`config.mk`:
```
export PLATFORM = sky130hd
export DESIGN_NAME = gpio_seq_flat
export DESIGN_NICKNAME = d
export VERILOG_FILES = /design/src/rtl/gpio_seq_if.sv /design/src/rtl/gpio_seq.sv /design/src/flat_wrapper.sv
export SDC_FILE = /design/constraint.sdc
export NUM_CORES = 1
export LEC_CHECK = 0
export CAP_MARGIN = 30
export CORE_MARGIN = 8
export CORE_UTILIZATION = 45
export CTS_CLUSTER_SIZE = 40
export DETAILED_ROUTE_END_ITERATION = 10
export PLACE_DENSITY = 0.68
export SLEW_MARGIN = 20
export SYNTH_ARGS = -nofsm -noshare
export SYNTH_HDL_FRONTEND = slang
export SYNTH_SLANG_ARGS = --single-unit
```
`constraint.sdc`:
```
create_clock -name clk -period 1.9 [get_ports clk]
set_input_delay 0.285 -clock clk [delete_from_list [all_inputs] [get_ports clk]]
set_output_delay 0.285 -clock clk [all_outputs]
set_load 0.02 [all_outputs]
```
`src/rtl/gpio_seq_if.sv`:
```
// Step push / GPIO write bus between the register block and gpio_seq.
//   master : register block side (pushes steps, reports software writes,
//            consumes step write requests)
//   slave  : gpio_seq side
interface gpio_seq_if #(
  parameter int N_GPIO  = 8,
  parameter int W_DELAY = 16
);
  logic               push_valid;
  logic               push_ready;
  logic [N_GPIO-1:0]  push_out;
  logic [N_GPIO-1:0]  push_oen;
  logic [W_DELAY-1:0] push_delay;
  logic               sw_wen;
  logic               step_wen;
  logic [N_GPIO-1:0]  step_out;
  logic [N_GPIO-1:0]  step_oen;

  modport master (
    output push_valid, push_out, push_oen, push_delay, sw_wen,
    input  push_ready, step_wen, step_out, step_oen
  );

  modport slave (
    input  push_valid, push_out, push_oen, push_delay, sw_wen,
    output push_ready, step_wen, step_out, step_oen
  );
endinterface

```
`src/rtl/gpio_seq.sv`:
```
// Timed pattern sequencer for the GPIO out/oen registers.
// Steps {out, oen, delay} are queued in a small FIFO and written to the GPIO
// registers at cycle-accurate intervals (accepted writes delay+2 cycles apart).
// Ports:
//   clk, rst_n      clock, async active-low reset
//   enable          run control (level); never truncates a step in flight
//   abort           flush FIFO, return to IDLE (highest priority)
//   clr_underrun    clears the sticky underrun flag (a same-cycle set wins)
//   busy            registered state != IDLE
//   level           registered FIFO occupancy
//   underrun        sticky: FIFO ran dry while enabled
//   bus (slave)     step push handshake, software write stall, step write out
module gpio_seq #(
  parameter int N_GPIO  = 8,
  parameter int W_DELAY = 16,
  parameter int DEPTH   = 4
) (
  input  logic                   clk,
  input  logic                   rst_n,
  input  logic                   enable,
  input  logic                   abort,
  input  logic                   clr_underrun,
  output logic                   busy,
  output logic [$clog2(DEPTH):0] level,
  output logic                   underrun,
  gpio_seq_if.slave              bus
);
  localparam int AW = $clog2(DEPTH);
  localparam int LW = AW + 1;

  typedef enum logic [1:0] {IDLE = 2'd0, APPLY = 2'd1, WAIT = 2'd2} state_t;

  state_t                          state_q, state_d;
  logic [DEPTH-1:0][N_GPIO-1:0]    fout_q, fout_d;
  logic [DEPTH-1:0][N_GPIO-1:0]    foen_q, foen_d;
  logic [DEPTH-1:0][W_DELAY-1:0]   fdly_q, fdly_d;
  logic [AW-1:0]                   wptr_q, wptr_d, rptr_q, rptr_d;
  logic [LW-1:0]                   level_q, level_d;
  logic [W_DELAY-1:0]              cnt_q, cnt_d;
  logic                            underrun_q, underrun_d;
  logic                            busy_q, busy_d;
  logic                            full, empty, push_acc, pop, set_underrun;

  assign full  = (level_q == LW'(DEPTH));
  assign empty = (level_q == '0);

  // push_ready ignores a same-cycle pop so it is a pure function of level.
  assign bus.push_ready = !full;
  assign bus.step_wen   = (state_q == APPLY);
  assign bus.step_out   = empty ? '0 : fout_q[rptr_q];
  assign bus.step_oen   = empty ? '0 : foen_q[rptr_q];

  assign push_acc = bus.push_valid && !full && !abort;
  // A step is accepted only in an APPLY cycle with no software write.
  assign pop      = (state_q == APPLY) && !bus.sw_wen && !abort;

  assign busy     = busy_q;
  assign level    = level_q;
  assign underrun = underrun_q;

  // Sequencer FSM
  always_comb begin
    state_d      = state_q;
    cnt_d        = cnt_q;
    set_underrun = 1'b0;
    case (state_q)
      IDLE:  if (enable && !empty) state_d = APPLY;
      APPLY: if (!bus.sw_wen) begin
        state_d = WAIT;
        cnt_d   = fdly_q[rptr_q];
      end
      WAIT: begin
        if (cnt_q != '0) begin
          cnt_d = cnt_q - W_DELAY'(1);
        end else if (enable) begin
          if (!empty) begin
            state_d = APPLY;
          end else begin
            state_d      = IDLE;
            set_underrun = 1'b1;
          end
        end else begin
          state_d = IDLE;
        end
      end
      default: state_d = IDLE;
    endcase
    if (abort) begin
      state_d      = IDLE;
      cnt_d        = '0;
      set_underrun = 1'b0;
    end
  end

  // Step FIFO
  always_comb begin
    fout_d  = fout_q;
    foen_d  = foen_q;
    fdly_d  = fdly_q;
    wptr_d  = wptr_q;
    rptr_d  = rptr_q;
    level_d = level_q;
    if (abort) begin
      wptr_d  = '0;
      rptr_d  = '0;
      level_d = '0;
    end else begin
      if (push_acc) begin
        fout_d[wptr_q] = bus.push_out;
        foen_d[wptr_q] = bus.push_oen;
        fdly_d[wptr_q] = bus.push_delay;
        wptr_d         = wptr_q + AW'(1);
      end
      if (pop) rptr_d = rptr_q + AW'(1);
      case ({push_acc, pop})
        2'b10:   level_d = level_q + LW'(1);
        2'b01:   level_d = level_q - LW'(1);
        default: level_d = level_q;
      endcase
    end
  end

  always_comb begin
    underrun_d = underrun_q;
    if (set_underrun)      underrun_d = 1'b1;
    else if (clr_underrun) underrun_d = 1'b0;
    busy_d = (state_d != IDLE);
  end

  always_ff @(posedge clk or negedge rst_n) begin
    if (!rst_n) begin
      state_q    <= IDLE;
      fout_q     <= '0;
      foen_q     <= '0;
      fdly_q     <= '0;
      wptr_q     <= '0;
      rptr_q     <= '0;
      level_q    <= '0;
      cnt_q      <= '0;
      underrun_q <= 1'b0;
      busy_q     <= 1'b0;
    end else begin
      state_q    <= state_d;
      fout_q     <= fout_d;
      foen_q     <= foen_d;
      fdly_q     <= fdly_d;
      wptr_q     <= wptr_d;
      rptr_q     <= rptr_d;
      level_q    <= level_d;
      cnt_q      <= cnt_d;
      underrun_q <= underrun_d;
      busy_q     <= busy_d;
    end
  end
endmodule

```
`src/flat_wrapper.sv`:
```
// flat-port wrapper written by rule: the top's interface ports become plain ports
module gpio_seq_flat 
#(
  parameter int N_GPIO  = 8,
  parameter int W_DELAY = 16,
  parameter int DEPTH   = 4
)
  (clk, rst_n, enable, abort, clr_underrun, busy, level, underrun, bus_push_valid, bus_push_out, bus_push_oen, bus_push_delay, bus_sw_wen, bus_push_ready, bus_step_wen, bus_step_out, bus_step_oen);
  gpio_seq_if #(.N_GPIO(N_GPIO), .W_DELAY(W_DELAY)) bus_i ();
  input  logic clk;
  input  logic rst_n;
  input  logic enable;
  input  logic abort;
  input  logic clr_underrun;
  output logic busy;
  output logic [$clog2(DEPTH):0] level;
  output logic underrun;
  input wire logic [$bits(bus_i.push_valid)-1:0] bus_push_valid;
  input wire logic [$bits(bus_i.push_out)-1:0] bus_push_out;
  input wire logic [$bits(bus_i.push_oen)-1:0] bus_push_oen;
  input wire logic [$bits(bus_i.push_delay)-1:0] bus_push_delay;
  input wire logic [$bits(bus_i.sw_wen)-1:0] bus_sw_wen;
  output wire logic [$bits(bus_i.push_ready)-1:0] bus_push_ready;
  output wire logic [$bits(bus_i.step_wen)-1:0] bus_step_wen;
  output wire logic [$bits(bus_i.step_out)-1:0] bus_step_out;
  output wire logic [$bits(bus_i.step_oen)-1:0] bus_step_oen;
  assign bus_i.push_valid = bus_push_valid;
  assign bus_i.push_out = bus_push_out;
  assign bus_i.push_oen = bus_push_oen;
  assign bus_i.push_delay = bus_push_delay;
  assign bus_i.sw_wen = bus_sw_wen;
  assign bus_push_ready = bus_i.push_ready;
  assign bus_step_wen = bus_i.step_wen;
  assign bus_step_out = bus_i.step_out;
  assign bus_step_oen = bus_i.step_oen;
  gpio_seq #(.N_GPIO(N_GPIO), .W_DELAY(W_DELAY), .DEPTH(DEPTH)) u_core (.clk(clk), .rst_n(rst_n), .enable(enable), .abort(abort), .clr_underrun(clr_underrun), .busy(busy), .level(level), .underrun(underrun), .bus(bus_i));
endmodule
```
==> metrics, run 1 <==
type of the tightest min-delay check=in2async; n_diodes=0; Syn. warnings=0; total power=about 12000 uW; WP data arrival=approximately 1900 ps; Final Util=0.602; fin. max-slew vios=0; Finish-stage setup viols=22; Root Buffer=clkbuf_16; WS Path Type=reg2out; gpl congestion=roughly 0.82; H-tree Lvls=4; Syn Inst Count=528; Initial Util=0.461; worst vdd ir=around 750 uV; r2r worst-path depth=5; flops & latches, synth=between 150 and 200; CTS tree=yes; synth top area cells=dfrtp_1 (53%), mux2_2 (17%), mux4_2 (9.8%), mux2_1 (2.8%), and2_1 (1.5%); endpoints failing hold=0; largest net degree at the start of global routing=50; Post-synth ARST share=1.00; num ports=62; Initial DRC Count=slightly below 300; global-route wire length before repair=between 20 and 30 mm; synth cell count leaders=dfrtp_1 (155), mux2_2 (110), mux4_2 (32), nand2_1 (24), nor2_1 (23); Seq/Total Area, Yosys=0.530; ys flop type=dfrtp_1; post-DR vias/cell=5.66; worst setup margin=-262 ps; Die Y=144 um; Power Dens Cells=1240 nW/um^2; Max Cap Violations=0; Post-DP HPWL=around 11 mm; RSZ-0062 raised after global routing=true; share of post-route cells with drive strength above 1=0.465; Total Routing Usage GR=0.177; final period utilization=1.14; top cell type's share of synthesized area=0.530; Site Rows=46; initial antenna violation count=1; r2r startpoint=u_core.cnt_q[10]; WP data required=around 1600 ps; min Tclk post-route=2160 ps; hold slack=around 320 ps; Die W=between 100 and 150 um; f_max=~460 MHz; PortBufs=61; total CTS buffers=17; Area growth syn-to-layout=30.7%; Antenna Nets Post-Route=0; Avg Inst Size Synth=around 14 um^2; leakage=between 0.004 and 0.005 uW; DR pass1 iterations=5; most common cell in the netlist=dfrtp_1; CP Launch Type=register; Crit Path Max Fanout=4; Slew @ Worst Pin=543 ps; post-synth top area cell=dfrtp_1; DRC=0; die area=about 21000 um^2; run status=complete, but fails checks; post-synthesis instance area=between 7000 and 8000 um^2; setup slack, reg-to-reg=-130 ps; Post-synth EDFFs=0; GR Overflow Total=0; vias in the first global route=~5300; endpoint type of the worst setup path=output pin; FF-to-FF End=u_core.cnt_q[12]; CTS Buffer Depth=2; Net Count, Synth=about 570; max_slew headroom=0.635; Worst Skew=between 8 and 9 ps; Clock Pin Slew Worst Setup and Hold Paths=approximately 60 ps; core box area=15900 um^2; detailed-route via count=around 5000; violated checks=setup timing; final WL=roughly 18 mm; clk_lat worst skew=approximately 430 ps; CTS sink count=approximately 160; fill count=1228; count of cell types in the netlist=47; wire per inst=between 20 and 25 um; NumNets Final=689
layout by cell type, fill, tap and decap left out, drive strengths merged, types with 5 or more instances in the layout:
master,synthesis,routed
inv,8,10
nand2,24,24
a21oi,10,10
and2,17,17
ha,6,6
clkdlybuf4s50,0,42
dfrtp,155,155
or3,8,8
nor3,8,8
nand3,6,6
mux2,128,128
buf,21,83
xnor2,5,5
mux4,32,32
o41ai,5,5
o21ai,15,15
clkbuf,12,21
nor2,23,23
layer usage:
| metal | vias up | track usage | part of all wire |
|---|---|---|---|
| li1 | 2193 | - | - |
| met1 | 2582 | 0.233 | 0.44 |
| met2 | 129 | 0.286 | 0.49 |
| met3 | 28 | 0.0345 | 0.046 |
| met4 | 2 | 0.0664 | 0.026 |
| met5 | - | 0 | 0.00056 |
worst max-delay path: stages, from the launching register on:
cell	delay, ps
dfrtp_2	400
buf_12	110
buf_6	120
mux4_2	490
and2_4	180
buf_4	150
worst max-delay path by stage:
stage / start / cells past startpoint / endpoint / slack, ps
3_5_place_dp: bus_sw_wen / 7 / u_core.level[1] / -220
3_3_place_gp: bus_sw_wen / 7 / u_core.level[1] / -210
6_report: u_core.rptr_q[0] / 5 / bus_step_out[0] / -260
2_1_floorplan: u_core.level[1] / 6 / u_core.fdly_q[48] / -30
4_1_cts: u_core.rptr_q[0] / 5 / bus_step_out[3] / -290
5_1_grt: u_core.rptr_q[0] / 5 / bus_step_oen[0] / -310
report_power, final:
part / leakage (uW) / total (uW) / internal (uW) / switching (uW)
logic: 0.00197 / 3550 / 2090 / 1460
clock network: 0.000280 / 3450 / 2080 / 1370
registers: 0.00196 / 4860 / 4310 / 549
total: 0.00421 / 11900 / 8470 / 3380
logic make-up (layout without fill, tap and decap cells):
family | count (synthesis) | count (layout) | synth area share
AOI/OAI and AO/OA | 56 | 56 | 0.0547
xor gates and xnor gates | 6 | 6 | 0.00718
adders and majority gates | 7 | 7 | 0.0130
buffers and inverters | 41 | 169 | 0.0244
DFF | 155 | 155 | 0.530
muxes | 164 | 164 | 0.301
and+or+nand+nor | 99 | 99 | 0.0699
through the flow:
stage               worst slack, ps  setup TNS, ps  instance area [um^2]  cells
global placement               -213          -3970                  8640    831
finish                         -262          -4380                  9570    872
detailed placement             -224          -7090                  8640    831
CTS                            -293          -4910                  9450    870
floorplan                     -31.1          -1290                  7420    528
global route                   -311          -6150                  9570    872
repair_timing:
item	in CTS	in global routing
endpoints found under the setup margin	59	77
setup buffers	4	1
gates resized for setup	129	18
cloned	2	2
endpoints found under the hold margin	31	0
pin swaps	3	2
hold buffers	1	0
sequential cells by signal, indices dropped and copies added, names as in the netlist:
name,cells
u_core.fdly_q,64
u_core.foen_q,32
u_core.fout_q,32
u_core.cnt_q,16
u_core.level,3
u_core.rptr_q,2
u_core.state_q,2
u_core.wptr_q,2
u_core.busy,1
u_core.underrun,1
layout make-up:
class,count,area [um^2],area share
Clock buffer,19,433,0.0453
Timing Repair Buffer,129,1360,0.142
Clock inverter,13,169,0.0177
Inverter,8,30.0,0.00314
Tap cell,216,270,0.0283
Multi-Input combinational cell,332,3420,0.357
Sequential cell,155,3880,0.406
Note: power is estimated with default switching activity, not from simulation.
==> run 2, diff against run 1 <==
--- a/config.mk
+++ b/config.mk
@@ -6,11 +6,13 @@
 export NUM_CORES = 1
 export LEC_CHECK = 0
 export CAP_MARGIN = 30
+export CELL_PAD_IN_SITES_DETAIL_PLACEMENT = 0
+export CELL_PAD_IN_SITES_GLOBAL_PLACEMENT = 1
 export CORE_MARGIN = 8
-export CORE_UTILIZATION = 45
+export CORE_UTILIZATION = 44
 export CTS_CLUSTER_SIZE = 40
 export DETAILED_ROUTE_END_ITERATION = 10
-export PLACE_DENSITY = 0.68
+export PLACE_DENSITY = 0.81
 export SLEW_MARGIN = 20
 export SYNTH_ARGS = -nofsm -noshare
 export SYNTH_HDL_FRONTEND = slang
==> run 2 against run 1 <==
  * The flow still finishes with violations (setup timing)
  * Clock power rose by 3%
  * Largest power group unchanged
  * Via count is 5.6% higher
  * Final cell count grew 4.6%
  * Power is 10% higher
  * Largest cell class is now multi-input combinational cells
  * Combinational power up 28%
==> metrics, run 2 (same netlist as run 1, synthesis figures left out) <==
Root Buffer=clkbuf_16 (unchanged); WS Path Type=reg2out (unchanged); Worst Skew=10.9 ps (was 9.00 ps); post-DR vias/cell=5.71 (was 5.66); PortBufs=61 (unchanged); worst vdd ir=764 uV (was 750 uV); commonest non-fill, non-tap cells in the layout=dfrtp_1 (149), mux2_4 (126), buf_4 (62) (was dfrtp_1 (150), mux2_2 (110), buf_4 (50)); total power=13100 uW (was 11900 uW); fill count=1115 (was 1228); r2r startpoint=u_core.cnt_q[9] (was u_core.cnt_q[10]); Site Rows=47 (was 46); Most flops, register=u_core.fdly_q (unchanged); CP Launch Type=register (unchanged); detailed-route via count=5210 (was 4934); Largest regs=u_core.fdly_q x64, u_core.foen_q x32, u_core.fout_q x32 (unchanged); violated checks=setup timing (unchanged); type of the tightest min-delay check=in2async (unchanged); worst path cell trace=buf_12 -> mux4_2 -> and2_4 -> buf_6 (was buf_12 -> buf_6 -> mux4_2 -> and2_4 -> buf_4); leakage=0.00512 uW (was 0.00421 uW); Slew @ Worst Pin=595 ps (was 543 ps); largest net degree at the start of global routing=45 (was 50); CTS Buffer Depth=2 (unchanged); Sequential Area=3890 um^2 (was 3880 um^2); Clock Pin Slew Worst Setup and Hold Paths=70 ps (was 60 ps); total CTS buffers=17 (unchanged); initial antenna violation count=0 (was 1); clk_lat worst skew=430 ps (about the same); Metal-1 WL=9.24 mm (was 7.80 mm); CTS tree=yes (unchanged); final WL=21.3 mm (was 17.8 mm); vias in the first global route=5509 (was 5279); NumNets Final=725 (was 689); RSZ-0062 raised after global routing=true (unchanged); Crit Path Max Fanout=6 (was 4); endpoints failing hold=0 (unchanged); max reg flops=64 (unchanged); Finish-stage setup viols=141 (was 22); top sig layer=met4 (was met5); Area growth syn-to-layout=46.6% (was 30.7%); critical path's largest stage delay=520 ps (was 490 ps); global-route wire length before repair=30.0 mm (was 28.1 mm); max_slew headroom=0.604 (was 0.635); Antenna Nets Post-Route=0 (unchanged); WP data arrival=1870 ps (was 1880 ps); gpl congestion=0.832 (was 0.821); Max Cap Violations=0 (unchanged); WP data required=1620 ps (about the same); run status=complete, but fails checks (unchanged); final period utilization=1.13 (was 1.14); min Tclk post-route=2160 ps (about the same); Total Routing Usage GR=0.180 (was 0.177); most common cell after layout, fill and taps aside=dfrtp_1 (unchanged); DR WL met3=797 um (was 811 um); Power Dens Cells=1220 nW/um^2 (was 1240 nW/um^2); n_diodes=0 (unchanged); Final Util=0.654 (was 0.602); f_max=464 MHz (was 463 MHz); worst setup margin=-255 ps (was -262 ps); Slowest cell on crit path=mux4_2 (unchanged); CTS sink count=155 (unchanged); share of post-route cells with drive strength above 1=0.546 (was 0.465); DR pass1 iterations=5 (unchanged); fin. max-slew vios=0 (unchanged); wire per inst=23.3 um (was 20.4 um); H-tree Lvls=4 (unchanged); Post-DP HPWL=11.5 mm (was 10.8 mm); GR Overflow Total=0 (unchanged); Die Y=145 um (was 144 um); area of the multi-input gates=4020 um^2 (was 3420 um^2); DRC=0 (unchanged); Initial DRC Count=418 (was 290); DR WL met2=10.8 mm (was 8.69 mm); num ports=62 (unchanged); hold slack=352 ps (was 315 ps); Die W=145 um (was 144 um); worst setup path startpoint=u_core.rptr_q[0] (unchanged); endpoint type of the worst setup path=output pin (unchanged); Placement Setup Slack=-234 ps (was -224 ps); core box area=16400 um^2 (was 15900 um^2); Initial Util=0.446 (was 0.461); die area=21000 um^2 (was 20600 um^2)
## run 2: where the power goes
| part | switching (uW) | internal (uW) | total (uW) |
|---|---|---|---|
| logic | 1720 | 2840 | 4560 |
| clock network | 1410 | 2150 | 3560 |
| registers | 641 | 4310 | 4950 |
## run 2: layout make-up
type	instances	share of cell area
well taps	220	0.0256
clock inverters	12	0.0150
clock buffers	20	0.0425
inverters	8	0.00280
multi-input cells	332	0.375
repair buffers	165	0.177
flip-flops and latches	155	0.362
## run 2: path summary, 6_finish.rpt
kind | to | slack (ps) | cells past startpoint
min in group clk | u_core.underrun | 440 | 2
worst max-delay path | bus_step_out[1] | -260 | 4
worst min register to register | u_core.fdly_q[40] | 500 | 1
worst min-delay path | u_core.fdly_q[44] | 350 | 2
worst max register to register | u_core.cnt_q[12] | -150 | 5
max in group asynchronous | u_core.fout_q[28] | 810 | 3
## run 2: metal layers
metal  track usage  vias up
met4        0.0757        0
met5             0        -
met1         0.218     2759
li1              -     2256
met3        0.0351       33
met2         0.309      162
## run 2: worst max-delay path: cells and delay by family, from the launching register on
kind	cells	cell delay [ps]
buf+inv	2	270
flops	1	450
mux	1	520
simple gates	1	180
## run 2: through the flow
step | setup TNS [ps] | instances | area, um^2
final | -7070 | 912 | 10700
after global routing | -13800 | 912 | 10700
after CTS | -6350 | 896 | 9800
after detailed placement | -6900 | 846 | 8730
after global placement | -4710 | 846 | 8730
after floorplan | -1290 | 528 | 7420
## run 2: timing repair
item | 4_1_cts | 5_1_grt
buffers inserted | 10 | 8
hold buffers | 1 | 0
pin swaps | 16 | 14
endpoints found under the setup margin | 162 | 153
cloned | 7 | 10
endpoints found under the hold margin | 35 | 0
resized for setup | 160 | 177
